## config.mk

```make
export PLATFORM = sky130hd
export DESIGN_NAME = ps2_host_tx_flat
export DESIGN_NICKNAME = d
export VERILOG_FILES = /design/src/rtl/ps2_pkg.sv /design/src/rtl/ps2_host_tx_if.sv /design/src/rtl/ps2_line_filter.sv /design/src/rtl/ps2_host_tx.sv /design/src/flat_wrapper.sv
export SDC_FILE = /design/constraint.sdc
export NUM_CORES = 1
export LEC_CHECK = 0
export CORE_UTILIZATION = 34
export CTS_BUF_LIST = sky130_fd_sc_hd__clkbuf_4
export DETAILED_ROUTE_END_ITERATION = 8
export GPL_ROUTABILITY_DRIVEN = 0
export PLACE_DENSITY = 0.58
export SYNTH_ARGS = -nofsm -noshare
export SYNTH_HDL_FRONTEND = slang
export SYNTH_HIERARCHICAL = 1
export SYNTH_SLANG_ARGS = --single-unit
```

## constraint.sdc

```tcl
create_clock -name clk -period 5.4 [get_ports clk]
set_input_delay 1.08 -clock clk [delete_from_list [all_inputs] [get_ports clk]]
set_output_delay 1.08 -clock clk [all_outputs]
set_load 0.01 [all_outputs]
```

## src/rtl/ps2_pkg.sv

```systemverilog
// rtl/ps2_pkg.sv - shared PS/2 types, command/response codes and frame helper
package ps2_pkg;

  typedef enum logic [2:0] {
    ST_IDLE      = 3'd0,
    ST_INHIBIT   = 3'd1,
    ST_START     = 3'd2,
    ST_SHIFT     = 3'd3,
    ST_WAIT_ACK  = 3'd4,
    ST_WAIT_IDLE = 3'd5
  } ps2_tx_state_t;

  localparam logic [7:0] CMD_SET_LED = 8'hED;
  localparam logic [7:0] CMD_RESET   = 8'hFF;
  localparam logic [7:0] CMD_ENABLE  = 8'hF4;

  localparam logic [7:0] RSP_ACK     = 8'hFA;
  localparam logic [7:0] RSP_BAT_OK  = 8'hAA;
  localparam logic [7:0] RSP_BAT_ERR = 8'hFC;
  localparam logic [7:0] RSP_RESEND  = 8'hFE;

  // Bits leave LSB first: data[7:0], odd parity, stop.
  function automatic logic [9:0] ps2_frame(input logic [7:0] d);
    return {1'b1, ~^d, d};
  endfunction

endpackage

```

## src/rtl/ps2_host_tx_if.sv

```systemverilog
// rtl/ps2_host_tx_if.sv - command byte request/response bundle
interface ps2_host_tx_if;
  logic [7:0] tx_data;
  logic       tx_valid;
  logic       tx_ready;
  logic       busy;
  logic       done;
  logic       ack_err;
  logic       timeout;

  modport master (
    output tx_data, tx_valid,
    input  tx_ready, busy, done, ack_err, timeout
  );

  modport slave (
    input  tx_data, tx_valid,
    output tx_ready, busy, done, ack_err, timeout
  );
endinterface

```

## src/rtl/ps2_line_filter.sv

```systemverilog
// rtl/ps2_line_filter.sv - 2-flop synchronizer plus consecutive-sample level filter
module ps2_line_filter #(
  parameter int FILTER_LEN = 8
) (
  input  logic clk,
  input  logic rst_n,
  input  logic raw_i,
  output logic level_o
);

  localparam int CW = $clog2(FILTER_LEN + 1);

  logic [1:0]    sync_q;
  logic          level_q, level_d;
  logic [CW-1:0] cnt_q, cnt_d;

  // Idle PS/2 lines float high, so reset to 1 avoids a spurious edge.
  always_ff @(posedge clk or negedge rst_n) begin
    if (!rst_n) begin
      sync_q  <= 2'b11;
      level_q <= 1'b1;
      cnt_q   <= '0;
    end else begin
      sync_q  <= {sync_q[0], raw_i};
      level_q <= level_d;
      cnt_q   <= cnt_d;
    end
  end

  always_comb begin
    level_d = level_q;
    cnt_d   = cnt_q;
    if (sync_q[1] == level_q) begin
      cnt_d = '0;
    end else if (cnt_q == CW'(FILTER_LEN - 1)) begin
      level_d = sync_q[1];
      cnt_d   = '0;
    end else begin
      cnt_d = cnt_q + 1'b1;
    end
  end

  assign level_o = level_q;

endmodule

```

## src/rtl/ps2_host_tx.sv

```systemverilog
// rtl/ps2_host_tx.sv - host-to-device PS/2 command transmitter
module ps2_host_tx
  import ps2_pkg::*;
#(
  parameter int INHIBIT_CYCLES = 10000,
  parameter int START_CYCLES   = 20,
  parameter int FILTER_LEN     = 8,
  parameter int TIMEOUT_CYCLES = 1500000
) (
  input  logic            clk,
  input  logic            rst_n,
  ps2_host_tx_if.slave    tx_if,
  input  logic            ps2_clk_i,
  input  logic            ps2_data_i,
  output logic            ps2_clk_oe_o,
  output logic            ps2_data_oe_o
);

  localparam int CNT_MAX0 = (TIMEOUT_CYCLES > INHIBIT_CYCLES) ? TIMEOUT_CYCLES : INHIBIT_CYCLES;
  localparam int CNT_MAX  = (CNT_MAX0 > START_CYCLES) ? CNT_MAX0 : START_CYCLES;
  localparam int CNT_W    = $clog2(CNT_MAX + 1);

  ps2_tx_state_t state_q, state_d;
  logic [9:0]       shift_q, shift_d;
  logic [3:0]       bit_cnt_q, bit_cnt_d;
  logic [CNT_W-1:0] cnt_q, cnt_d;
  logic             clk_oe_q, clk_oe_d;
  logic             data_oe_q, data_oe_d;
  logic             ack_smp_q, ack_smp_d;
  logic             done_q, done_d;
  logic             ack_err_q, ack_err_d;
  logic             timeout_q, timeout_d;
  logic             clk_lvl, data_lvl, clk_lvl_q;
  logic             clk_fall, timing_out;

  ps2_line_filter #(.FILTER_LEN(FILTER_LEN)) u_clk_filt (
    .clk     (clk),
    .rst_n   (rst_n),
    .raw_i   (ps2_clk_i),
    .level_o (clk_lvl)
  );

  ps2_line_filter #(.FILTER_LEN(FILTER_LEN)) u_data_filt (
    .clk     (clk),
    .rst_n   (rst_n),
    .raw_i   (ps2_data_i),
    .level_o (data_lvl)
  );

  assign clk_fall   = clk_lvl_q & ~clk_lvl;
  assign timing_out = (state_q == ST_SHIFT || state_q == ST_WAIT_ACK || state_q == ST_WAIT_IDLE)
                      && !clk_fall && (cnt_q == CNT_W'(TIMEOUT_CYCLES - 1));

  always_ff @(posedge clk or negedge rst_n) begin
    if (!rst_n) begin
      state_q   <= ST_IDLE;
      shift_q   <= '0;
      bit_cnt_q <= '0;
      cnt_q     <= '0;
      clk_oe_q  <= 1'b0;
      data_oe_q <= 1'b0;
      ack_smp_q <= 1'b0;
      done_q    <= 1'b0;
      ack_err_q <= 1'b0;
      timeout_q <= 1'b0;
      clk_lvl_q <= 1'b1;
    end else begin
      state_q   <= state_d;
      shift_q   <= shift_d;
      bit_cnt_q <= bit_cnt_d;
      cnt_q     <= cnt_d;
      clk_oe_q  <= clk_oe_d;
      data_oe_q <= data_oe_d;
      ack_smp_q <= ack_smp_d;
      done_q    <= done_d;
      ack_err_q <= ack_err_d;
      timeout_q <= timeout_d;
      clk_lvl_q <= clk_lvl;
    end
  end

  always_comb begin
    state_d   = state_q;
    shift_d   = shift_q;
    bit_cnt_d = bit_cnt_q;
    cnt_d     = cnt_q;
    clk_oe_d  = clk_oe_q;
    data_oe_d = data_oe_q;
    ack_smp_d = ack_smp_q;
    done_d    = 1'b0;
    ack_err_d = 1'b0;
    timeout_d = 1'b0;

    unique case (state_q)
      ST_IDLE: begin
        clk_oe_d  = 1'b0;
        data_oe_d = 1'b0;
        if (tx_if.tx_valid) begin
          state_d   = ST_INHIBIT;
          shift_d   = ps2_frame(tx_if.tx_data);
          bit_cnt_d = '0;
          cnt_d     = '0;
          clk_oe_d  = 1'b1;
        end
      end
      ST_INHIBIT: begin
        if (cnt_q == CNT_W'(INHIBIT_CYCLES - 1)) begin
          state_d   = ST_START;
          cnt_d     = '0;
          data_oe_d = 1'b1;
        end else begin
          cnt_d = cnt_q + 1'b1;
        end
      end
      ST_START: begin
        if (cnt_q == CNT_W'(START_CYCLES - 1)) begin
          state_d  = ST_SHIFT;
          cnt_d    = '0;
          clk_oe_d = 1'b0;
        end else begin
          cnt_d = cnt_q + 1'b1;
        end
      end
      ST_SHIFT: begin
        if (clk_fall) begin
          data_oe_d = ~shift_q[0];
          shift_d   = {1'b0, shift_q[9:1]};
          bit_cnt_d = bit_cnt_q + 1'b1;
          cnt_d     = '0;
          if (bit_cnt_q == 4'd9) state_d = ST_WAIT_ACK;
        end else begin
          cnt_d = cnt_q + 1'b1;
        end
      end
      ST_WAIT_ACK: begin
        if (clk_fall) begin
          ack_smp_d = data_lvl;
          cnt_d     = '0;
          state_d   = ST_WAIT_IDLE;
        end else begin
          cnt_d = cnt_q + 1'b1;
        end
      end
      ST_WAIT_IDLE: begin
        if (clk_lvl && data_lvl) begin
          done_d    = 1'b1;
          ack_err_d = ack_smp_q;
          cnt_d     = '0;
          state_d   = ST_IDLE;
        end else begin
          cnt_d = cnt_q + 1'b1;
        end
      end
      default: state_d = ST_IDLE;
    endcase

    // A silent device must never leave the bus held; abort overrides everything.
    if (timing_out) begin
      state_d   = ST_IDLE;
      clk_oe_d  = 1'b0;
      data_oe_d = 1'b0;
      done_d    = 1'b1;
      timeout_d = 1'b1;
      ack_err_d = 1'b0;
      cnt_d     = '0;
    end
  end

  assign tx_if.tx_ready = (state_q == ST_IDLE);
  assign tx_if.busy     = (state_q != ST_IDLE);
  assign tx_if.done     = done_q;
  assign tx_if.ack_err  = ack_err_q;
  assign tx_if.timeout  = timeout_q;
  assign ps2_clk_oe_o   = clk_oe_q;
  assign ps2_data_oe_o  = data_oe_q;

endmodule

```

## src/flat_wrapper.sv

```systemverilog
// flat-port wrapper written by rule: the top's interface ports become plain ports
module ps2_host_tx_flat import ps2_pkg::*;
#(
  parameter int INHIBIT_CYCLES = 10000,
  parameter int START_CYCLES   = 20,
  parameter int FILTER_LEN     = 8,
  parameter int TIMEOUT_CYCLES = 1500000
)
  (clk, rst_n, ps2_clk_i, ps2_data_i, ps2_clk_oe_o, ps2_data_oe_o, tx_if_tx_data, tx_if_tx_valid, tx_if_tx_ready, tx_if_busy, tx_if_done, tx_if_ack_err, tx_if_timeout);
  ps2_host_tx_if tx_if_i ();
  input  logic clk;
  input  logic rst_n;
  input  logic ps2_clk_i;
  input  logic ps2_data_i;
  output logic ps2_clk_oe_o;
  output logic ps2_data_oe_o;
  input wire logic [$bits(tx_if_i.tx_data)-1:0] tx_if_tx_data;
  input wire logic [$bits(tx_if_i.tx_valid)-1:0] tx_if_tx_valid;
  output wire logic [$bits(tx_if_i.tx_ready)-1:0] tx_if_tx_ready;
  output wire logic [$bits(tx_if_i.busy)-1:0] tx_if_busy;
  output wire logic [$bits(tx_if_i.done)-1:0] tx_if_done;
  output wire logic [$bits(tx_if_i.ack_err)-1:0] tx_if_ack_err;
  output wire logic [$bits(tx_if_i.timeout)-1:0] tx_if_timeout;
  assign tx_if_i.tx_data = tx_if_tx_data;
  assign tx_if_i.tx_valid = tx_if_tx_valid;
  assign tx_if_tx_ready = tx_if_i.tx_ready;
  assign tx_if_busy = tx_if_i.busy;
  assign tx_if_done = tx_if_i.done;
  assign tx_if_ack_err = tx_if_i.ack_err;
  assign tx_if_timeout = tx_if_i.timeout;
  ps2_host_tx #(.INHIBIT_CYCLES(INHIBIT_CYCLES), .START_CYCLES(START_CYCLES), .FILTER_LEN(FILTER_LEN), .TIMEOUT_CYCLES(TIMEOUT_CYCLES)) u_core (.clk(clk), .rst_n(rst_n), .tx_if(tx_if_i), .ps2_clk_i(ps2_clk_i), .ps2_data_i(ps2_data_i), .ps2_clk_oe_o(ps2_clk_oe_o), .ps2_data_oe_o(ps2_data_oe_o));
endmodule
```

==> impl_results.rst <==
.. list-table::
   :header-rows: 1

   * - Metric
     - Value
   * - Status
     - finished clean
   * - Finished Cell Area
     - 3590 um2
   * - Crit path arrival time
     - 2.17 ns
   * - Leading cell type in the layout, fill and taps excluded
     - sky130_fd_sc_hd__dfrtp_1
   * - Highest attainable clock frequency
     - 308 MHz
   * - Top flip-flop cell by instance count after synthesis
     - sky130_fd_sc_hd__dfrtp_1
   * - Buffers from clock root to sink, at most
     - 2
   * - Startpoint of the most critical register-to-register path
     - u_core/cnt_q[0]
   * - Cell at the root of the clock tree
     - sky130_fd_sc_hd__clkbuf_4
   * - Die Ht
     - 98.7 um
   * - Kind of critical path
     - flip-flop to output port
   * - Post-layout net count
     - 358
   * - Global-route wire length before repair
     - 11.2 mm
   * - Worst reg2reg endpoint
     - u_core/cnt_q[6]
   * - Critical Path End
     - tx_if_tx_ready
   * - Global-route congestion overflow total
     - 0
   * - Clk slew on worst S/H paths
     - 0.11 ns
   * - Syn_area_per_cell
     - 9.88 um2
   * - Layout Area Growth over Synthesis
     - 12.8%
   * - Vias in the first global route
     - 2,264
   * - Areal power density over the cells
     - 446 nW/um2
   * - Mean number of vias per cell
     - 5.34
   * - M1 GR Usage
     - 0.207
   * - Number of enable-type register cells in the synthesized netlist
     - 0
   * - Register area
     - 1490 um2
   * - Fin. Hold Viols
     - 0
   * - Combinational Power Share
     - 0.371
   * - Most area-consuming cells after synthesis
     - sky130_fd_sc_hd__dfrtp_1, sky130_fd_sc_hd__dfstp_2, sky130_fd_sc_hd__nor2_1
   * - Kind of path behind the tightest hold check
     - flip-flop to flip-flop
   * - Most area-hungry cell type in the Yosys netlist
     - sky130_fd_sc_hd__dfrtp_1
   * - Maximum fanout count along the critical path
     - 15
   * - Area fraction of the dominant cell type after synthesis
     - 0.409
   * - Switching power
     - 0.616 mW
   * - Total area of multi-input combinational cells
     - 1570 um2
   * - Max-slew headroom at the worst pin
     - 0.268
   * - Synth async-reset ratio
     - 1.00
   * - Static Leak
     - 1.42 nW
   * - Number of synthesized register bits
     - 59
   * - Synthesized net count
     - 340
   * - Number of search-and-repair iterations in the first detailed-routing pass
     - 5
   * - Area of the core region
     - 8890 um2
   * - Initial cell density of the core
     - 0.358
   * - Register-to-Register Path Depth
     - 7
   * - Max Clock Skew
     - 0.0266 ns
   * - All-Layer GR Usage
     - 0.148
   * - Post-Route WL
     - 6.56 mm
   * - Clock insertion delay at the later pin of the skew report
     - 0.41 ns
   * - Horizontal extent of the die
     - 98.7 um
   * - Port Buffer Count
     - 19
   * - Startpoint class of the critical path
     - flip-flop
   * - Global routing's busiest layer
     - met2
   * - Setup repair after global routing missed its margin
     - false
   * - Initial drt markers
     - 130
   * - Post-route minimum period
     - 3.25 ns
   * - Hold Crit Start
     - u_core/u_clk_filt/sync_q[0]
   * - Number of buffers added for setup after CTS
     - 0
   * - Period utilization
     - 0.602
   * - Final slew viol count
     - 0
   * - Critical path endpoint category
     - output port
   * - CTS tree
     - done
   * - Number of antenna violations at the first check in global routing
     - 0
   * - Area of the die
     - 9750 um2
   * - HPWL Detailed
     - 4.46 mm
   * - # H-tree levels
     - 3
   * - Number of different library cells in the post-synthesis netlist
     - 69
   * - Final setup violating endpoints
     - 0
   * - Relative contribution of the clock network to total power
     - 0.224
   * - Number of core rows
     - 34
   * - Cell area after synthesis
     - 3180 um2
   * - GR Util met2
     - 0.220
   * - Critical path data required time
     - 4.32 ns
   * - Maximum number of pins on one net before global-route repair
     - 60
   * - Internal power summed over all cells
     - 0.983 mW
   * - Count of nets left with antenna violations after detail routing
     - 0
   * - Setup TNS after final layout
     - 0 ns
   * - Most used cells in the layout excluding fill and tap cells
     - sky130_fd_sc_hd__dfrtp_1, sky130_fd_sc_hd__nor2_1, sky130_fd_sc_hd__nand2_1
   * - GRT met3 Usage
     - 0.0326
   * - Flop2flop setup slack
     - 2.53 ns
   * - CTS Hold Bufs
     - 0
   * - Vias after detailed routing
     - 2,420
   * - DRC
     - 0
   * - Synth Instances
     - 322
   * - Share of post-route cells with drive strength above 1
     - 0.154
   * - Sequential Power Share
     - 0.405
   * - Post-cts repair resize count
     - 0
   * - Fraction of the yosys area taken by sequential cells
     - 0.467
   * - Max-cap check violation count
     - 0
   * - Worst VDD drop
     - 0.211 mV
   * - Standard cell area after detailed placement
     - 3430 um2
   * - Layout filler cell count
     - 857
   * - # clock sinks
     - 59
   * - Yosys synthesis warning count
     - 6
   * - Number of buffers created by CTS
     - 9
   * - Ports
     - 20
   * - Number of antenna diodes
     - 0
   * - Switching part of the total
     - 0.385
   * - Worst Tran Pin Value
     - 1.09 ns
   * - CP startpoint
     - u_core/state_q[1]
   * - Drt wl/cell
     - 14.5 um
==> layer usage <==
layer	up-vias	part of all wire
met5	-	0
met4	0	0.015
met3	7	0.030
met2	41	0.44
met1	1159	0.52
li1	1213	-
==> state kept, by name, summed over array words and instances (netlist names) <==
signal	flops
u_core/u_clk_filt/sync_q	2
u_core/u_clk_filt/level_o	1
u_core/tx_if.ack_err	1
u_core/bit_cnt_q	4
u_core/ps2_clk_oe_o	1
u_core/tx_if.timeout	1
u_core/ps2_data_oe_o	1
u_core/shift_q	10
u_core/clk_lvl_q	1
u_core/ack_smp_q	1
u_core/u_data_filt/level_o	1
u_core/u_clk_filt/cnt_q	4
u_core/u_data_filt/sync_q	2
u_core/cnt_q	21
u_core/u_data_filt/cnt_q	4
u_core/state_q	3
u_core/tx_if.done	1
==> cell type report <==
class,count,area share
Multi-Input combinational cell,237,0.437
Sequential cell,59,0.414
Timing Repair Buffer,20,0.0537
Tap cell,108,0.0377
Clock inverter,6,0.0227
Clock buffer,10,0.0209
Inverter,13,0.0136
==> Yosys cell counts (2+ instances only) <==
library cell and instances:
sky130_fd_sc_hd__buf_2 3, sky130_fd_sc_hd__nand3b_1 3, sky130_fd_sc_hd__mux2i_1 2, sky130_fd_sc_hd__o22ai_1 11, sky130_fd_sc_hd__or3_2 2, sky130_fd_sc_hd__mux2_2 2, sky130_fd_sc_hd__a21oi_1 13, sky130_fd_sc_hd__nor2b_1 4
sky130_fd_sc_hd__o21ai_1 3, sky130_fd_sc_hd__a22o_1 5, sky130_fd_sc_hd__xnor2_1 14, sky130_fd_sc_hd__nor2_1 34, sky130_fd_sc_hd__dfstp_2 7, sky130_fd_sc_hd__mux2_4 2, sky130_fd_sc_hd__o41ai_1 2, sky130_fd_sc_hd__or3_4 2
sky130_fd_sc_hd__ha_1 5, sky130_fd_sc_hd__clkbuf_1 6, sky130_fd_sc_hd__or3_1 5, sky130_fd_sc_hd__nor4_1 3, sky130_fd_sc_hd__o211ai_1 2, sky130_fd_sc_hd__nand4_1 4, sky130_fd_sc_hd__nand4b_1 3, sky130_fd_sc_hd__dfrtp_1 52
sky130_fd_sc_hd__nor4_2 2, sky130_fd_sc_hd__o21a_1 2, sky130_fd_sc_hd__nor2_2 2, sky130_fd_sc_hd__a21o_1 3, sky130_fd_sc_hd__nor3_1 16, sky130_fd_sc_hd__inv_1 13, sky130_fd_sc_hd__o21ai_0 16, sky130_fd_sc_hd__buf_4 2
sky130_fd_sc_hd__a21boi_0 3, sky130_fd_sc_hd__o31ai_1 3, sky130_fd_sc_hd__nand2_1 22, sky130_fd_sc_hd__nand3_1 15, sky130_fd_sc_hd__nor3_2 2
==> how the worst min path moves through the flow <==
stage	to	slack [ns]	depth (start not counted)
after floorplan	u_core/u_clk_filt/sync_q[1]	0.35	0
after global placement	u_core/u_clk_filt/sync_q[1]	0.35	0
after detailed placement	u_core/u_clk_filt/sync_q[1]	0.35	0
after CTS	u_core/u_clk_filt/sync_q[1]	0.36	0
after global routing	u_core/u_data_filt/sync_q[1]	0.37	0
final	u_core/u_clk_filt/sync_q[1]	0.36	0
==> logic make-up after synthesis <==
kind of cell               synth area share
xor gates and xnor gates             0.0413
muxes                                0.0228
AOI/OAI and AO/OA                     0.166
and+or+nand+nor                       0.244
buffers and inverters                0.0397
adders and majority gates            0.0197
DFF                                   0.467
==> per-stage QoR <==
step / setup slack, ns / utilization / power (mW) / hold slack, ns / instances
after global routing: 2.02 / 0.403 / 1.71 / 0.367 / 453
after CTS: 2.13 / 0.403 / 1.61 / 0.364 / 453
final: 2.15 / 0.403 / 1.60 / 0.363 / 453
after detailed placement: 2.33 / 0.386 / 1.25 / 0.347 / 437
after global placement: 2.38 / 0.386 / 1.24 / 0.346 / 437
after floorplan: 3.17 / - / 1.11 / 0.345 / 322
==> power groups by stage <==
stage | clock network (mW) | logic [mW] | registers (mW)
finish | 0.358 | 0.593 | 0.647
global route | 0.393 | 0.657 | 0.664
CTS | 0.370 | 0.595 | 0.646
detailed placement | 0 | 0.591 | 0.654
global placement | 0 | 0.588 | 0.652
floorplan | 0 | 0.490 | 0.615
==> critical path, stage by stage, from the launching register on <==
cell and delay, ns:
sky130_fd_sc_hd__dfrtp_1 0.58, sky130_fd_sc_hd__or3_1 0.49, sky130_fd_sc_hd__inv_1 0.15, sky130_fd_sc_hd__clkdlybuf4s50_1 0.55
Note: power is estimated with default switching activity, not from simulation.
